==> config.mk <==
export PLATFORM = sky130hd
export DESIGN_NAME = random_clk_ctrl
export DESIGN_NICKNAME = d
export VERILOG_FILES = /design/src/rtl/random_clk_ctrl_pkg.sv /design/src/rtl/rclk_lfsr8.sv /design/src/rtl/random_clk_ctrl.sv
export SDC_FILE = /design/constraint.sdc
export NUM_CORES = 1
export LEC_CHECK = 0
export ABC_CLOCK_PERIOD_IN_PS = 3100
export CAP_MARGIN = 40
export CORE_MARGIN = 2
export CORE_UTILIZATION = 51
export DETAILED_ROUTE_END_ITERATION = 12
export PLACE_DENSITY = 0.8
export SLEW_MARGIN = 40
export SYNTH_ARGS = -nofsm -noshare
export SYNTH_HDL_FRONTEND = slang
export SYNTH_SLANG_ARGS = --single-unit
==> constraint.sdc <==
create_clock -name i_clk -period 3.1 [get_ports i_clk]
set_input_delay 0.775 -clock i_clk [delete_from_list [all_inputs] [get_ports i_clk]]
set_output_delay 0.775 -clock i_clk [all_outputs]
set_load 0.01 [all_outputs]
==> src/rtl/random_clk_ctrl_pkg.sv <==
// Shared definitions for the random clock-enable controller.
//   state_e      : FSM encoding (IDLE / RUN / DONE)
//   LFSR_TAPS    : feedback tap mask of the 8-bit Fibonacci LFSR
//   BW_CNT_DEF   : default width of the pulse counter
//   lfsr8_next() : one LFSR step
package random_clk_ctrl_pkg;

  typedef enum logic [1:0] {
    IDLE = 2'd0,
    RUN  = 2'd1,
    DONE = 2'd2
  } state_e;

  // Taps on bits 7,5,4,3 -> maximal length (255) sequence.
  localparam logic [7:0] LFSR_TAPS  = 8'hB8;
  localparam int         BW_CNT_DEF = 16;

  function automatic logic [7:0] lfsr8_next(input logic [7:0] q);
    return {q[6:0], ^(q & LFSR_TAPS)};
  endfunction

endpackage

==> src/rtl/rclk_lfsr8.sv <==
// 8-bit Fibonacci LFSR holding register.
//   i_clk   : clock, rising edge
//   i_rstn  : synchronous active-low reset, loads SEED
//   i_load  : load i_val (wins over i_step)
//   i_val   : load value
//   i_step  : advance one step
//   o_q     : current state
module rclk_lfsr8
  import random_clk_ctrl_pkg::*;
#(
  parameter logic [7:0] SEED = 8'h01
) (
  input  logic       i_clk,
  input  logic       i_rstn,
  input  logic       i_load,
  input  logic [7:0] i_val,
  input  logic       i_step,
  output logic [7:0] o_q
);

  logic [7:0] q;

  always_ff @(posedge i_clk) begin
    if (!i_rstn)     q <= SEED;
    else if (i_load) q <= i_val;
    else if (i_step) q <= lfsr8_next(q);
  end

  assign o_q = q;

endmodule

==> src/rtl/random_clk_ctrl.sv <==
// Random clock-enable controller: after a start it emits i_num enable
// pulses, each cycle pulsing when the LFSR value is below the captured
// threshold. i_stop aborts a run without a done pulse.
//   i_clk, i_rstn      : clock / synchronous active-low reset
//   i_start            : start request (IDLE only)
//   i_stop             : abort request (RUN only)
//   i_seed/i_thresh/i_num : run parameters captured on accepted start
//   o_clk_en           : random enable pulse
//   o_busy / o_done    : running / one-cycle completion
//   o_lfsr / o_cnt     : LFSR state / pulses emitted since start
module random_clk_ctrl
  import random_clk_ctrl_pkg::*;
#(
  parameter logic [7:0] SEED   = 8'h01,
  parameter int         BW_CNT = BW_CNT_DEF
) (
  input  logic              i_clk,
  input  logic              i_rstn,
  input  logic              i_start,
  input  logic              i_stop,
  input  logic [7:0]        i_seed,
  input  logic [7:0]        i_thresh,
  input  logic [BW_CNT-1:0] i_num,
  output logic              o_clk_en,
  output logic              o_busy,
  output logic              o_done,
  output logic [7:0]        o_lfsr,
  output logic [BW_CNT-1:0] o_cnt
);

  state_e            state_q, state_d;
  logic [7:0]        thresh_q;
  logic [BW_CNT-1:0] num_q;
  logic [BW_CNT-1:0] cnt;
  logic [7:0]        lfsr;
  logic              accept;
  logic              clk_en;
  logic              last;
  logic [7:0]        seed_fix;

  assign accept   = (state_q == IDLE) && i_start;
  // An all-zero seed would lock the LFSR up.
  assign seed_fix = (i_seed == 8'h00) ? 8'h01 : i_seed;
  assign clk_en   = (state_q == RUN) && (lfsr < thresh_q) && !i_stop;
  assign last     = (cnt == num_q - BW_CNT'(1));

  rclk_lfsr8 #(.SEED(SEED)) u_lfsr (
    .i_clk  (i_clk),
    .i_rstn (i_rstn),
    .i_load (accept),
    .i_val  (seed_fix),
    .i_step (state_q == RUN),
    .o_q    (lfsr)
  );

  always_ff @(posedge i_clk) begin
    if (!i_rstn) begin
      state_q  <= IDLE;
      thresh_q <= '0;
      num_q    <= '0;
      cnt      <= '0;
    end else begin
      state_q <= state_d;
      if (accept) begin
        thresh_q <= i_thresh;
        num_q    <= i_num;
        cnt      <= '0;
      end else if (clk_en) begin
        cnt <= cnt + BW_CNT'(1);
      end
    end
  end

  always_comb begin
    state_d = state_q;
    case (state_q)
      IDLE: if (i_start) state_d = (i_num == '0) ? DONE : RUN;
      // Stop wins over completion and skips DONE.
      RUN:  if (i_stop) state_d = IDLE;
            else if (clk_en && last) state_d = DONE;
      DONE: state_d = IDLE;
      default: state_d = IDLE;
    endcase
  end

  assign o_clk_en = clk_en;
  assign o_busy   = (state_q == RUN);
  assign o_done   = (state_q == DONE);
  assign o_lfsr   = lfsr;
  assign o_cnt    = cnt;

endmodule

==> run_summary.xml <==
<?xml version="1.0" encoding="UTF-8"?>
<metrics>
  <group name="global_routing">
    <metric name="grt_remaining_overflow" unit="">0</metric>
    <metric name="global_route.usage.total" unit="%">22.7</metric>
    <metric name="grt_pass1_vias" unit="">2532</metric>
    <metric name="grt_pass1_wl" unit="mm">11.6</metric>
    <metric name="grt_max_degree" unit="">36</metric>
    <metric name="grt_antenna_before_repair" unit="">0</metric>
  </group>
  <group name="timing">
    <metric name="fmax_achieved" unit="MHz">354</metric>
    <metric name="skew" unit="ps">8.07</metric>
    <metric name="finalHoldViolCount" unit="">0</metric>
    <metric name="setup-violations-final" unit="">0</metric>
    <metric name="finalWorstPathRequiredPeriod" unit="ps">2820</metric>
    <metric name="post-route-period-util" unit="%">91.1</metric>
    <metric name="tightest_slew" unit="ps">552</metric>
    <metric name="maxSlewViolCount" unit="">0</metric>
    <metric name="rsz0062_at_grt" unit="">false</metric>
    <metric name="timing.hold.ws" unit="ps">468</metric>
    <metric name="final.setup.worst_slack" unit="ps">277</metric>
    <metric name="relSlewSlack" unit="%">63.1</metric>
  </group>
  <group name="pwr">
    <metric name="switching_part_of_the_total_power" unit="%">28.9</metric>
    <metric name="pwr-share-comb" unit="%">21.6</metric>
    <metric name="switching_power" unit="uW">439</metric>
    <metric name="cellInternalPower" unit="uW">1080</metric>
    <metric name="reported_leakage_power" unit="uW">0.00135</metric>
    <metric name="power.ir.vdd_worst" unit="uV">251</metric>
    <metric name="sequential_power_share" unit="%">46.9</metric>
    <metric name="clock_power_share" unit="%">31.4</metric>
    <metric name="power-per-cell-area" unit="nW/um^2">406</metric>
  </group>
  <group name="synthesis">
    <metric name="synth_sequential_area_ratio" unit="%">34.1</metric>
    <metric name="count_of_flip_flops_with_a_built_in_enable_after_synthesis" unit="">0</metric>
    <metric name="ys_flop_type" unit="">sky130_fd_sc_hd__dfxtp_1</metric>
    <metric name="synth_cell_type_count" unit="">52</metric>
    <metric name="ys_ff_latch" unit="">50</metric>
    <metric name="post-synth-top-area-fraction" unit="%">34.1</metric>
    <metric name="synthTopCellsByArea" unit="">sky130_fd_sc_hd__dfxtp_1 34%, sky130_fd_sc_hd__nand2_1 8.4%, sky130_fd_sc_hd__a21boi_0 8.2%, sky130_fd_sc_hd__xnor2_1 6.9%, sky130_fd_sc_hd__ha_1 3.8%</metric>
    <metric name="syn-instance-count" unit="">364</metric>
    <metric name="yosys.area.top_type" unit="">sky130_fd_sc_hd__dfxtp_1</metric>
    <metric name="post_synth_instance_area" unit="um^2">2940</metric>
    <metric name="postSynthNetCount" unit="">409</metric>
    <metric name="avgSynthCellArea" unit="um^2">8.07</metric>
    <metric name="ys_warn_count" unit="">0</metric>
    <metric name="asyncSetResetFlopFracSynth" unit="%">0</metric>
  </group>
  <group name="routing">
    <metric name="antenna_violating_nets_post_route" unit="">0</metric>
    <metric name="drt-total-wl" unit="mm">6.97</metric>
    <metric name="first_iter_violations" unit="">157</metric>
    <metric name="avgRoutedWirePerCell" unit="um">14.1</metric>
    <metric name="vias" unit="">2747</metric>
    <metric name="detail_route.first_pass.iterations" unit="">4</metric>
    <metric name="post_drt_via_cell_ratio" unit="">5.56</metric>
    <metric name="drc" unit="">0</metric>
  </group>
  <group name="floorplanning">
    <metric name="die_width" unit="um">79.9</metric>
    <metric name="num_rows" unit="">27</metric>
    <metric name="core-area" unit="um^2">5540</metric>
    <metric name="floorplan.initialDensity" unit="%">53.0</metric>
    <metric name="chipHeight" unit="um">79.9</metric>
    <metric name="fp.dieArea" unit="um^2">6380</metric>
    <metric name="floorplan.io_pins" unit="">63</metric>
  </group>
  <group name="clocking">
    <metric name="h-tree-depth" unit="">2</metric>
    <metric name="tritoncts_buffer_count" unit="">5</metric>
    <metric name="ctsRootBufferMaster" unit="">sky130_fd_sc_hd__clkbuf_8</metric>
    <metric name="cts_tree" unit="">done</metric>
    <metric name="worstSkewPairLatency" unit="ps">310</metric>
    <metric name="clkSlewWorstSetupHoldPaths" unit="ps">100</metric>
    <metric name="max-clock-path-buffers" unit="">2</metric>
    <metric name="post-cts-setup-buffer-count" unit="">0</metric>
    <metric name="cts_resized" unit="">3</metric>
    <metric name="cts_hold_repair.buffers" unit="">0</metric>
    <metric name="clkSinkCount" unit="">50</metric>
  </group>
  <group name="final_layout">
    <metric name="layout_common_cells" unit="">66 x sky130_fd_sc_hd__nand2_1, 61 x sky130_fd_sc_hd__clkdlybuf4s50_1, 50 x sky130_fd_sc_hd__dfxtp_1, 32 x sky130_fd_sc_hd__a21boi_0, 26 x sky130_fd_sc_hd__nor2_1</metric>
    <metric name="fin_nets" unit="">466</metric>
    <metric name="syn_to_final_growth" unit="%">27.5</metric>
    <metric name="layout.cells.most_common" unit="">sky130_fd_sc_hd__nand2_1</metric>
    <metric name="post_route_cells_drive_above_1_share" unit="%">6.64</metric>
    <metric name="n_antenna_cell" unit="">0</metric>
  </group>
  <group name="status">
    <metric name="outcome" unit="">finished clean</metric>
  </group>
  <group name="setup_path">
    <metric name="worst_ep_arrival_time" unit="ps">2050</metric>
    <metric name="crit_type" unit="">input pin to primary output</metric>
    <metric name="endpoint_kind" unit="">primary output</metric>
    <metric name="critical_path.startpoint_type" unit="">input pin</metric>
    <metric name="crit_fanout" unit="">2</metric>
    <metric name="cp_data_required_time" unit="ps">2320</metric>
  </group>
  <group name="placement">
    <metric name="pre_cts_slack" unit="ps">-151</metric>
    <metric name="placement.io_buffers" unit="">62</metric>
    <metric name="detailed_place_hpwl" unit="mm">5.27</metric>
    <metric name="place_congestion" unit="">0.869</metric>
  </group>
  <group name="job">
    <metric name="drv_cap" unit="">0</metric>
  </group>
  <group name="worst_hold_path">
    <metric name="hp-class" unit="">register to register</metric>
  </group>
</metrics>
[flip-flops by register name (all words and copies together) (netlist names)]
name,count
num_q,16
state_q,2
o_cnt,16
u_lfsr.o_q,8
thresh_q,8
[through the flow]
step / instances / util [%] / TNS, ps / total power [uW] / cell area (um^2)
detailed placement: 486 / 65.4 / -151 / 1050 / 3620
global placement: 486 / 65.4 / -115 / 1040 / 3620
floorplan: 364 / - / 0 / 927 / 2940
global route: 494 / 67.6 / 0 / 1600 / 3740
finish: 494 / 67.6 / 0 / 1520 / 3740
CTS: 494 / 67.6 / 0 / 1520 / 3740
[worst max-delay path, stage by stage]
cell                              delay [ps]
sky130_fd_sc_hd__clkdlybuf4s50_1         430
sky130_fd_sc_hd__nor3b_2                 200
sky130_fd_sc_hd__o211ai_1                180
sky130_fd_sc_hd__a21oi_2                 170
sky130_fd_sc_hd__dlygate4sd2_1           290
[cell families after synthesis]
family	Yosys count	share of synthesized area (%)
compound gates	69	17.7
mux	1	0.341
fa+ha+maj	9	3.83
xor+xnor	35	10.9
buf+inv	36	5.16
simple gates	164	28.0
flops	50	34.1
[power by group through the flow]
stage,logic (uW),clock network (uW),registers (uW)
floorplan,212,0,714
global placement,319,0,726
detailed placement,325,0,727
CTS,329,483,712
global route,365,521,718
finish,329,477,713
[Yosys cell counts (2+ instances only)]
| library cell | n |
|---|---|
| sky130_fd_sc_hd__o2111ai_1 | 2 |
| sky130_fd_sc_hd__or4b_2 | 2 |
| sky130_fd_sc_hd__nor2_1 | 27 |
| sky130_fd_sc_hd__nand2b_1 | 2 |
| sky130_fd_sc_hd__xnor2_1 | 23 |
| sky130_fd_sc_hd__buf_6 | 2 |
| sky130_fd_sc_hd__and2_1 | 2 |
| sky130_fd_sc_hd__or4_1 | 2 |
| sky130_fd_sc_hd__a21boi_0 | 32 |
| sky130_fd_sc_hd__xor2_1 | 11 |
| sky130_fd_sc_hd__a22oi_1 | 8 |
| sky130_fd_sc_hd__nor4b_1 | 2 |
| sky130_fd_sc_hd__nand2_1 | 66 |
| sky130_fd_sc_hd__nand3_1 | 7 |
| sky130_fd_sc_hd__nor3_1 | 9 |
| sky130_fd_sc_hd__nor4_1 | 12 |
| sky130_fd_sc_hd__o31ai_1 | 2 |
| sky130_fd_sc_hd__o21ai_0 | 3 |
| sky130_fd_sc_hd__or3_1 | 3 |
| sky130_fd_sc_hd__nand4_1 | 6 |
| sky130_fd_sc_hd__nor3b_1 | 4 |
| sky130_fd_sc_hd__or4_4 | 2 |
| sky130_fd_sc_hd__and3b_1 | 3 |
| sky130_fd_sc_hd__a21oi_1 | 7 |
| sky130_fd_sc_hd__and3_1 | 2 |
| sky130_fd_sc_hd__nor2b_1 | 6 |
| sky130_fd_sc_hd__dfxtp_1 | 50 |
| sky130_fd_sc_hd__or2_2 | 3 |
| sky130_fd_sc_hd__inv_1 | 15 |
| sky130_fd_sc_hd__clkbuf_1 | 18 |
| sky130_fd_sc_hd__and4_1 | 2 |
| sky130_fd_sc_hd__ha_1 | 9 |
[worst paths after layout]
kind | startpoint | endpoint | slack [ps] | cells past startpoint
setup / recovery | i_stop | o_clk_en | 280 | 5
setup reg to reg | num_q[0] | state_q[0] | 390 | 8
hold / removal | thresh_q[0] | thresh_q[0] | 470 | 2
hold reg to reg | thresh_q[0] | thresh_q[0] | 470 | 2
[metal layers]
metal	global-route usage (%)	wire length [um]
met2	40.8	3560
met5	0	0
met1	28.0	2960
met3	3.96	355
met4	5.25	93
[final cells by class]
class | count | area, um^2
Clock buffer | 5 | 68.8
Clock inverter | 3 | 45.0
Fill cell | 505 | 1800
Inverter | 15 | 56.3
Multi-Input combinational cell | 278 | 1800
Sequential cell | 50 | 1000
Tap cell | 72 | 90.1
Timing Repair Buffer | 71 | 687
(Power assumes the default switching activity.)
